--- config.mk ---
export PLATFORM = sky130hd
export DESIGN_NAME = hazard_scoreboard
export DESIGN_NICKNAME = d
export VERILOG_FILES = /design/src/rtl/hazard_scoreboard.sv
export SDC_FILE = /design/constraint.sdc
export NUM_CORES = 1
export LEC_CHECK = 0
export BUFFER_PORTS_ARGS = -buffer_cell sky130_fd_sc_hd__buf_2
export CELL_PAD_IN_SITES_DETAIL_PLACEMENT = 0
export CELL_PAD_IN_SITES_GLOBAL_PLACEMENT = 1
export CORE_MARGIN = 2
export CORE_UTILIZATION = 40
export DETAILED_ROUTE_END_ITERATION = 8
export HOLD_SLACK_MARGIN = 0.02
export PLACE_DENSITY = 0.8
export SLEW_MARGIN = 20
export SYNTH_ARGS = -nofsm -noshare
export SYNTH_HDL_FRONTEND = slang
export SYNTH_SLANG_ARGS = --single-unit
--- constraint.sdc ---
create_clock -name clk -period 3.2 [get_ports clk]
set_input_delay 0.16 -clock clk [delete_from_list [all_inputs] [get_ports clk]]
set_output_delay 0.16 -clock clk [all_outputs]
set_load 0.03 [all_outputs]
--- src/rtl/hazard_scoreboard.sv ---
// In-order pipeline hazard scoreboard: tracks in-flight destination writes, raises
// load-use stalls and branch flushes, and registers forwarding selects for EX.
module hazard_scoreboard #(
  parameter int REG_AW    = 5,
  parameter int DEPTH     = 3,
  parameter int LOAD_LAT  = 1,
  parameter int FLUSH_CYC = 2,
  localparam int SEL_W    = ($clog2(DEPTH) > 1) ? $clog2(DEPTH) : 1,
  localparam int CNT_W    = $clog2(DEPTH + 1)
) (
  input  logic              clk,
  input  logic              rst_n,
  input  logic              issue_valid,
  input  logic [REG_AW-1:0] issue_rd,
  input  logic              issue_wr_en,
  input  logic              issue_is_load,
  input  logic [REG_AW-1:0] issue_rs1,
  input  logic [REG_AW-1:0] issue_rs2,
  input  logic              issue_rs1_used,
  input  logic              issue_rs2_used,
  input  logic              br_taken,
  output logic              stall_o,
  output logic              flush_o,
  output logic [SEL_W-1:0]  fwd_sel_rs1,
  output logic [SEL_W-1:0]  fwd_sel_rs2,
  output logic [CNT_W-1:0]  inflight_cnt
);

  logic              slot_valid [DEPTH];
  logic [REG_AW-1:0] slot_rd    [DEPTH];
  logic              slot_wr    [DEPTH];
  logic              slot_ld    [DEPTH];

  logic [2:0]        flush_cnt;

  logic [REG_AW-1:0] src_reg  [2];
  logic              src_used [2];
  logic              prod_hit [2];
  int                prod_k   [2];
  logic              prod_ld  [2];
  logic              src_haz  [2];
  logic [SEL_W-1:0]  sel_next [2];

  logic              br_fire;
  logic              accept;
  logic [CNT_W-1:0]  valid_sum;

  always_comb begin
    src_reg[0]  = issue_rs1;
    src_reg[1]  = issue_rs2;
    src_used[0] = issue_rs1_used;
    src_used[1] = issue_rs2_used;
  end

  // Scan oldest to youngest so the last match left standing is the youngest producer.
  always_comb begin
    for (int s = 0; s < 2; s++) begin
      prod_hit[s] = 1'b0;
      prod_k[s]   = 0;
      prod_ld[s]  = 1'b0;
      src_haz[s]  = 1'b0;
      sel_next[s] = '0;
      for (int k = DEPTH - 1; k >= 0; k--) begin
        if (slot_valid[k] && slot_wr[k] && (slot_rd[k] == src_reg[s]) && (src_reg[s] != '0)) begin
          prod_hit[s] = 1'b1;
          prod_k[s]   = k;
          prod_ld[s]  = slot_ld[k];
        end
      end
      if (src_used[s] && prod_hit[s]) begin
        src_haz[s] = prod_ld[s] && (prod_k[s] < LOAD_LAT);
        if (prod_k[s] < DEPTH - 1)
          sel_next[s] = SEL_W'(prod_k[s] + 1);
      end
    end
  end

  always_comb begin
    br_fire = br_taken && slot_valid[0];
    flush_o = br_fire || (flush_cnt != 3'd0);
    stall_o = issue_valid && !flush_o && (src_haz[0] || src_haz[1]);
    accept  = issue_valid && !stall_o && !flush_o;
  end

  always_comb begin
    valid_sum = '0;
    for (int k = 0; k < DEPTH; k++)
      valid_sum = valid_sum + CNT_W'(slot_valid[k]);
    inflight_cnt = valid_sum;
  end

  always_ff @(posedge clk or negedge rst_n) begin
    if (!rst_n) begin
      for (int k = 0; k < DEPTH; k++) begin
        slot_valid[k] <= 1'b0;
        slot_rd[k]    <= '0;
        slot_wr[k]    <= 1'b0;
        slot_ld[k]    <= 1'b0;
      end
      fwd_sel_rs1 <= '0;
      fwd_sel_rs2 <= '0;
    end else begin
      for (int k = DEPTH - 1; k > 0; k--) begin
        slot_valid[k] <= slot_valid[k-1];
        slot_rd[k]    <= slot_rd[k-1];
        slot_wr[k]    <= slot_wr[k-1];
        slot_ld[k]    <= slot_ld[k-1];
      end
      slot_valid[0] <= accept;
      slot_rd[0]    <= accept ? issue_rd : '0;
      slot_wr[0]    <= accept && issue_wr_en;
      slot_ld[0]    <= accept && issue_is_load;
      fwd_sel_rs1   <= accept ? sel_next[0] : '0;
      fwd_sel_rs2   <= accept ? sel_next[1] : '0;
    end
  end

  // The branch's own cycle counts as the first squashed issue, so reload with one less.
  always_ff @(posedge clk or negedge rst_n) begin
    if (!rst_n)
      flush_cnt <= 3'd0;
    else if (br_fire)
      flush_cnt <= 3'(FLUSH_CYC - 1);
    else if (flush_cnt != 3'd0)
      flush_cnt <= flush_cnt - 3'd1;
  end

endmodule

## After elaboration in Yosys (flattened, before gate mapping)

Cells that the tools add are included.

| cells by class | value |
|---|---|
| equality and inequality tests | 6 |
| add/sub/neg operators | 5 |
| multiplexer cells | 29 |
| reductions and logical operators | 34 |
| order comparisons | 4 |

Operators with widths:

| operator | number |
|---|---|
| $mux W32 | 4 |
| $lt A32 B2 Y1 const B | 2 |
| $lt A32 B3 Y1 const B | 2 |
| $eq A5 B5 Y1 | 6 |
| $logic_and A1 B1 Y1 | 26 |
| $mux W2 | 8 |
| $mux W1 | 14 |
| $reduce_bool A5 Y1 | 2 |
| $mux W3 | 2 |
| $mux W5 | 1 |
| $add A2 B2 Y2 const B | 2 |
| $reduce_bool A3 Y1 | 1 |
| $sub A3 B1 Y3 const B | 1 |
| $add A1 B1 Y2 | 1 |
| $add A2 B1 Y2 | 1 |
| $logic_not A1 Y1 | 2 |
| $logic_or A1 B1 Y1 | 2 |
| $reduce_bool A2 Y1 | 1 |

| storage, ports and cells | value |
|---|---|
| flip-flop bits (word level) | 31 |
| input bits | 23 |

## Logic depth before layout (Yosys ltp)

| logic depth | value |
|---|---|
| depth after elaboration | 15 |
| mapped depth | 9 |

## Worst setup path before layout

No wires, ideal clock.

| timing | value |
|---|---|
| kind | register -> register |
| start point | register flush_cnt[0] |
| end point | register fwd_sel_rs2[1] |
| data arrival time | 1.694 ns |
| period minus slack after synthesis | 1.816 ns |
| slack | 1.384 ns |
| stages on the path, launching flop included | 10 |
| buffers on the path | 2 |
| data required time | 3.078 ns |
| cells stage by stage | dfrtp_1 inv_1 ha_1 ha_1 buf_2 and3_1 buf_2 and3_1 nand4_1 a2111oi_1 |

| on the way | value |
|---|---|
| word-level cells in the longest chain between the ends | 9 |

RTL lines:

| element | line | RTL |
|---|---|---|
| start, declared | 34 | `logic [2:0] flush_cnt;` |
| start signal, assigned | 123 | `flush_cnt <= 3'(FLUSH_CYC - 1);` |
| start signal, assigned | 125 | `flush_cnt <= flush_cnt - 3'd1;` |
| $reduce_bool A3 Y1 (*) | 80 | `flush_o = br_fire \|\| (flush_cnt != 3'd0);` |
| $logic_or A1 B1 Y1 (*) | 80 |  |
| $logic_not A1 Y1 (*) | 81, 82 |  |
| $logic_and A1 B1 Y1 (2 in a row) | 81 | `stall_o = issue_valid && !flush_o && (src_haz[0] \|\| src_haz[1]);` |
| $logic_not A1 Y1 | 82 | `accept = issue_valid && !stall_o && !flush_o;` |
| $logic_and A1 B1 Y1 | 82 |  |
| $logic_and A1 B1 Y1 (*) | 82 |  |
| $mux W2 (*) | 114 | `fwd_sel_rs2 <= accept ? sel_next[1] : '0;` |
| end signal, assigned | 114 |  |
| end, declared | 25 | `output logic [SEL_W-1:0] fwd_sel_rs2,` |

Every way passes the cells marked *; elsewhere a longest branch is shown, timed or not.
A chain may end at the register's enable or synchronous reset.

## Final worst setup path

| timing | value |
|---|---|
| start point | register slot_rd[11] in the netlist's numbering |
| end point | output stall_o |

| on the way | value |
|---|---|
| word-level cells in the longest chain between the ends | 9 |
| elaborated cells between the ends (all ways) | 22 |

RTL lines:

| element | line | RTL |
|---|---|---|
| start, declared | 30 | `logic [REG_AW-1:0] slot_rd [DEPTH];` |
| start signal, assigned by index | 105 | `slot_rd[k] <= slot_rd[k-1];` |
| $eq A5 B5 Y1 | 64 | `if (slot_valid[k] && slot_wr[k] && (slot_rd[k] == src_reg[s]) && (src_reg[s] != '0)) begin` |
| $logic_and A1 B1 Y1 (2 in a row) | 64 |  |
| $mux W32 | 64 |  |
| $lt A32 B2 Y1 | 71 | `src_haz[s] = prod_ld[s] && (prod_k[s] < LOAD_LAT);` |
| $logic_and A1 B1 Y1 | 71 |  |
| $mux W1 | 70 | `if (src_used[s] && prod_hit[s]) begin` |
| $logic_or A1 B1 Y1 (*) | 81 |  |
| $logic_and A1 B1 Y1 (*) | 81 |  |
| end, declared | 22 | `output logic stall_o,` |

Marks and branches as above.

==> results_dict.tcl <==
set metrics [dict create \
    synth-main-ff-cell "dfrtp_1" \
    synth-seq-cells 23 \
    vias_per_cell 4.853 \
    die-height_um 56.17 \
    worst_slack_ns 0.8572 \
    drtIter0Drc 10 \
    use_met2_pct 23.03 \
    tightestPinTransition_ns 0.4711 \
    routedWlPerCell_um 11.99 \
    holdPathStages 2 \
    cts_made_buffers 3 \
    start_util_pct 43.15 \
    grtUsageTotal_pct 14.47 \
    synth_edf_count 0 \
    setup_violations 0 \
    arrival_ns 2.18 \
    clock_latency_ns 0.30 \
    status "completed" \
    tns_ns 0 \
    multi_input_area_sq_um 480.5 \
    crit_start "slot_rd[11]" \
    cp-end-kind "output pin" \
    grtUsageMet3_pct 3.953 \
    gr-total-overflow 0 \
    drt_wl_total_um 1954 \
    synth_area_per_cell_sq_um 10.78 \
    timing.fmax_ghz 0.4268 \
    htreeDepth 1 \
    period_share_pct 73.21 \
    synth.distinct_cells 23 \
    peakVddDrop_v 0.0004080 \
    netlist_area_sq_um 1089 \
    io_pins 31 \
    r2r-end "fwd_sel_rs2[1]" \
    pre_cts_ws_ns 1.106 \
    endpoint "stall_o" \
    post_cts_buffers 0 \
    grt_pass1_vias 816 \
    start_kind "flip-flop" \
    ys_async_sr_fraction_pct 100.0 \
    slew-limit-headroom_pct 68.31 \
    synth.net_count 127 \
    dieArea_sq_um 3155 \
    timing.rr.start "flush_cnt[0]" \
    cts_tree "built" \
    rsz0062_at_grt "no" \
    drc 0 \
    drv_cap 0 \
    nNetsFinal 160 \
    synth_top_area_share_pct 52.87 \
    ant_nets 0 \
    clk_pin_slew_ns 0.12 \
    place.gp.congestion 0.8441 \
    synth_top_cell_by_area "dfrtp_1" \
    cp.required_ns 3.04 \
    drive_gt1_share_pct 25.56 \
    seqCellArea_sq_um 575.6 \
    synthCells 101 \
    syn_to_final_growth_pct 18.62 \
    drv_slew 0 \
    fillers 249 \
    yosys-top-cells-area "dfrtp_1 53%, xnor2_1 9.7%, xor2_1 7.2%, nand2_1 3.8%, nor2_1 3.4%" \
    crit_fanout 9 \
    grt_pass1_wl_um 3525 \
    fin_crit_ns 2.343 \
    finalPower_mw 0.7603 \
    hold_ws_ns 0.04496 \
    fp.coreArea_sq_um 2522 \
    io_buffers 30 \
    r2r_slack_ns 1.10 \
    grt_max_degree 24 \
    grt-busiest-layer "met2" \
    antenna_cells 0 \
    antenna_found_initial 0 \
    fin_skew_ns 0.003332 \
    num_rows 18 \
    ys_seq_area_share_pct 52.87 \
    worstRegToRegCells 7 \
    via_count 791 \
    cts.sinks 23 \
    min_path_type "input pin to flip-flop" \
    dp_hpwl_um 1590 \
    p_leak_nw 0.6502 \
    hold_viol_final 0 \
    worst-setup-path-type "flip-flop to output pin" \
    clockRootBuffer "clkbuf_4" \
    clock_path_buffers 2 \
    synthTopCellsByCount "23 x dfrtp_1, 12 x xnor2_1, 11 x nand2_1" \
    synth_warnings 0 \
    powerDensity_nw_per_um2 588.8 \
    yosysMostFrequentCell "dfrtp_1" \
    grt_use_met1_pct 18.46 \
    dieWidth_um 56.17 \
    first_pass_iters 4 \
]
[sequential cells by signal, indices dropped and copies added, names as in the netlist]
signal       flops
fwd_sel_rs2      2
slot_valid       3
slot_wr          2
flush_cnt        3
slot_ld          1
fwd_sel_rs1      2
slot_rd         10
[power by group]
part	internal [mW]	total [mW]	switching, mW
sequential	0.341	0.382	0.0410
combinational	0.103	0.249	0.147
clock	0.0486	0.129	0.0804
[routing by layer]
| metal | routed length, um | vias up |
|---|---|---|
| met5 | 0 | - |
| met4 | 27 | 0 |
| met3 | 116 | 2 |
| met2 | 914 | 24 |
| met1 | 896 | 362 |
| li1 | - | 403 |
[what timing repair did]
item / 4_1_cts / 5_1_grt
hold buffers: 1 / 0
endpoints found under the hold margin: 23 / 0
resized for setup: 0 / 0
[how the worst min path moves through the flow]
stage / startpoint / end / slack (ns)
5_1_grt: issue_wr_en / slot_wr[2] / 0.03
2_1_floorplan: rst_n / flush_cnt[0] / -0.14
6_report: br_taken / flush_cnt[2] / 0.04
3_3_place_gp: rst_n / slot_rd[5] / 0.16
4_1_cts: br_taken / flush_cnt[2] / 0.04
3_5_place_dp: rst_n / slot_rd[5] / 0.16
[cells by family (layout without fill, tap and decap cells)]
kind of cell / count (synthesis) / in the layout / synth area share [%]
compound gates: 9 / 9 / 5.632
flops: 23 / 23 / 52.87
simple gates: 39 / 39 / 17.47
fa+ha+maj: 3 / 3 / 4.138
xor+xnor: 21 / 21 / 16.90
buf+inv: 6 / 38 / 2.988
[final cells by class]
class                           count  share of cell area, %
Inverter                            3                 0.8721
Sequential cell                    23                  44.57
Tap cell                           30                  2.907
Multi-Input combinational cell     72                  37.21
Clock buffer                        4                  2.035
Timing Repair Buffer               31                  12.40
[layout by cell type, fill, tap and decap left out, types with 3 or more instances in the layout]
| cell | netlist | layout |
|---|---|---|
| a21oi_1 | 4 | 4 |
| buf_2 | 2 | 30 |
| clkbuf_4 | 0 | 3 |
| dfrtp_1 | 23 | 23 |
| inv_1 | 3 | 3 |
| nand2_1 | 11 | 11 |
| nand4_1 | 4 | 4 |
| nor2_1 | 10 | 10 |
| nor3_1 | 4 | 4 |
| xnor2_1 | 12 | 12 |
| xor2_1 | 9 | 9 |
[metrics by stage]
stage                     utilization (%)  std cells  instance area, sq um
after floorplan                         -        101                  1089
after global placement              49.75        158                  1255
after detailed placement            49.75        158                  1255
after CTS                           51.19        163                  1291
after global routing                51.19        163                  1291
final                               51.19        163                  1291
[worst max-delay path, stage by stage, from the launching register on]
cell     delay, ns
dfrtp_1       0.43
xnor2_1       0.17
nand4_1       0.14
nor4_1        0.38
o21a_1        0.40
and2_1        0.17
buf_2         0.19
No activity file was read; power rests on OpenSTA's default activity.
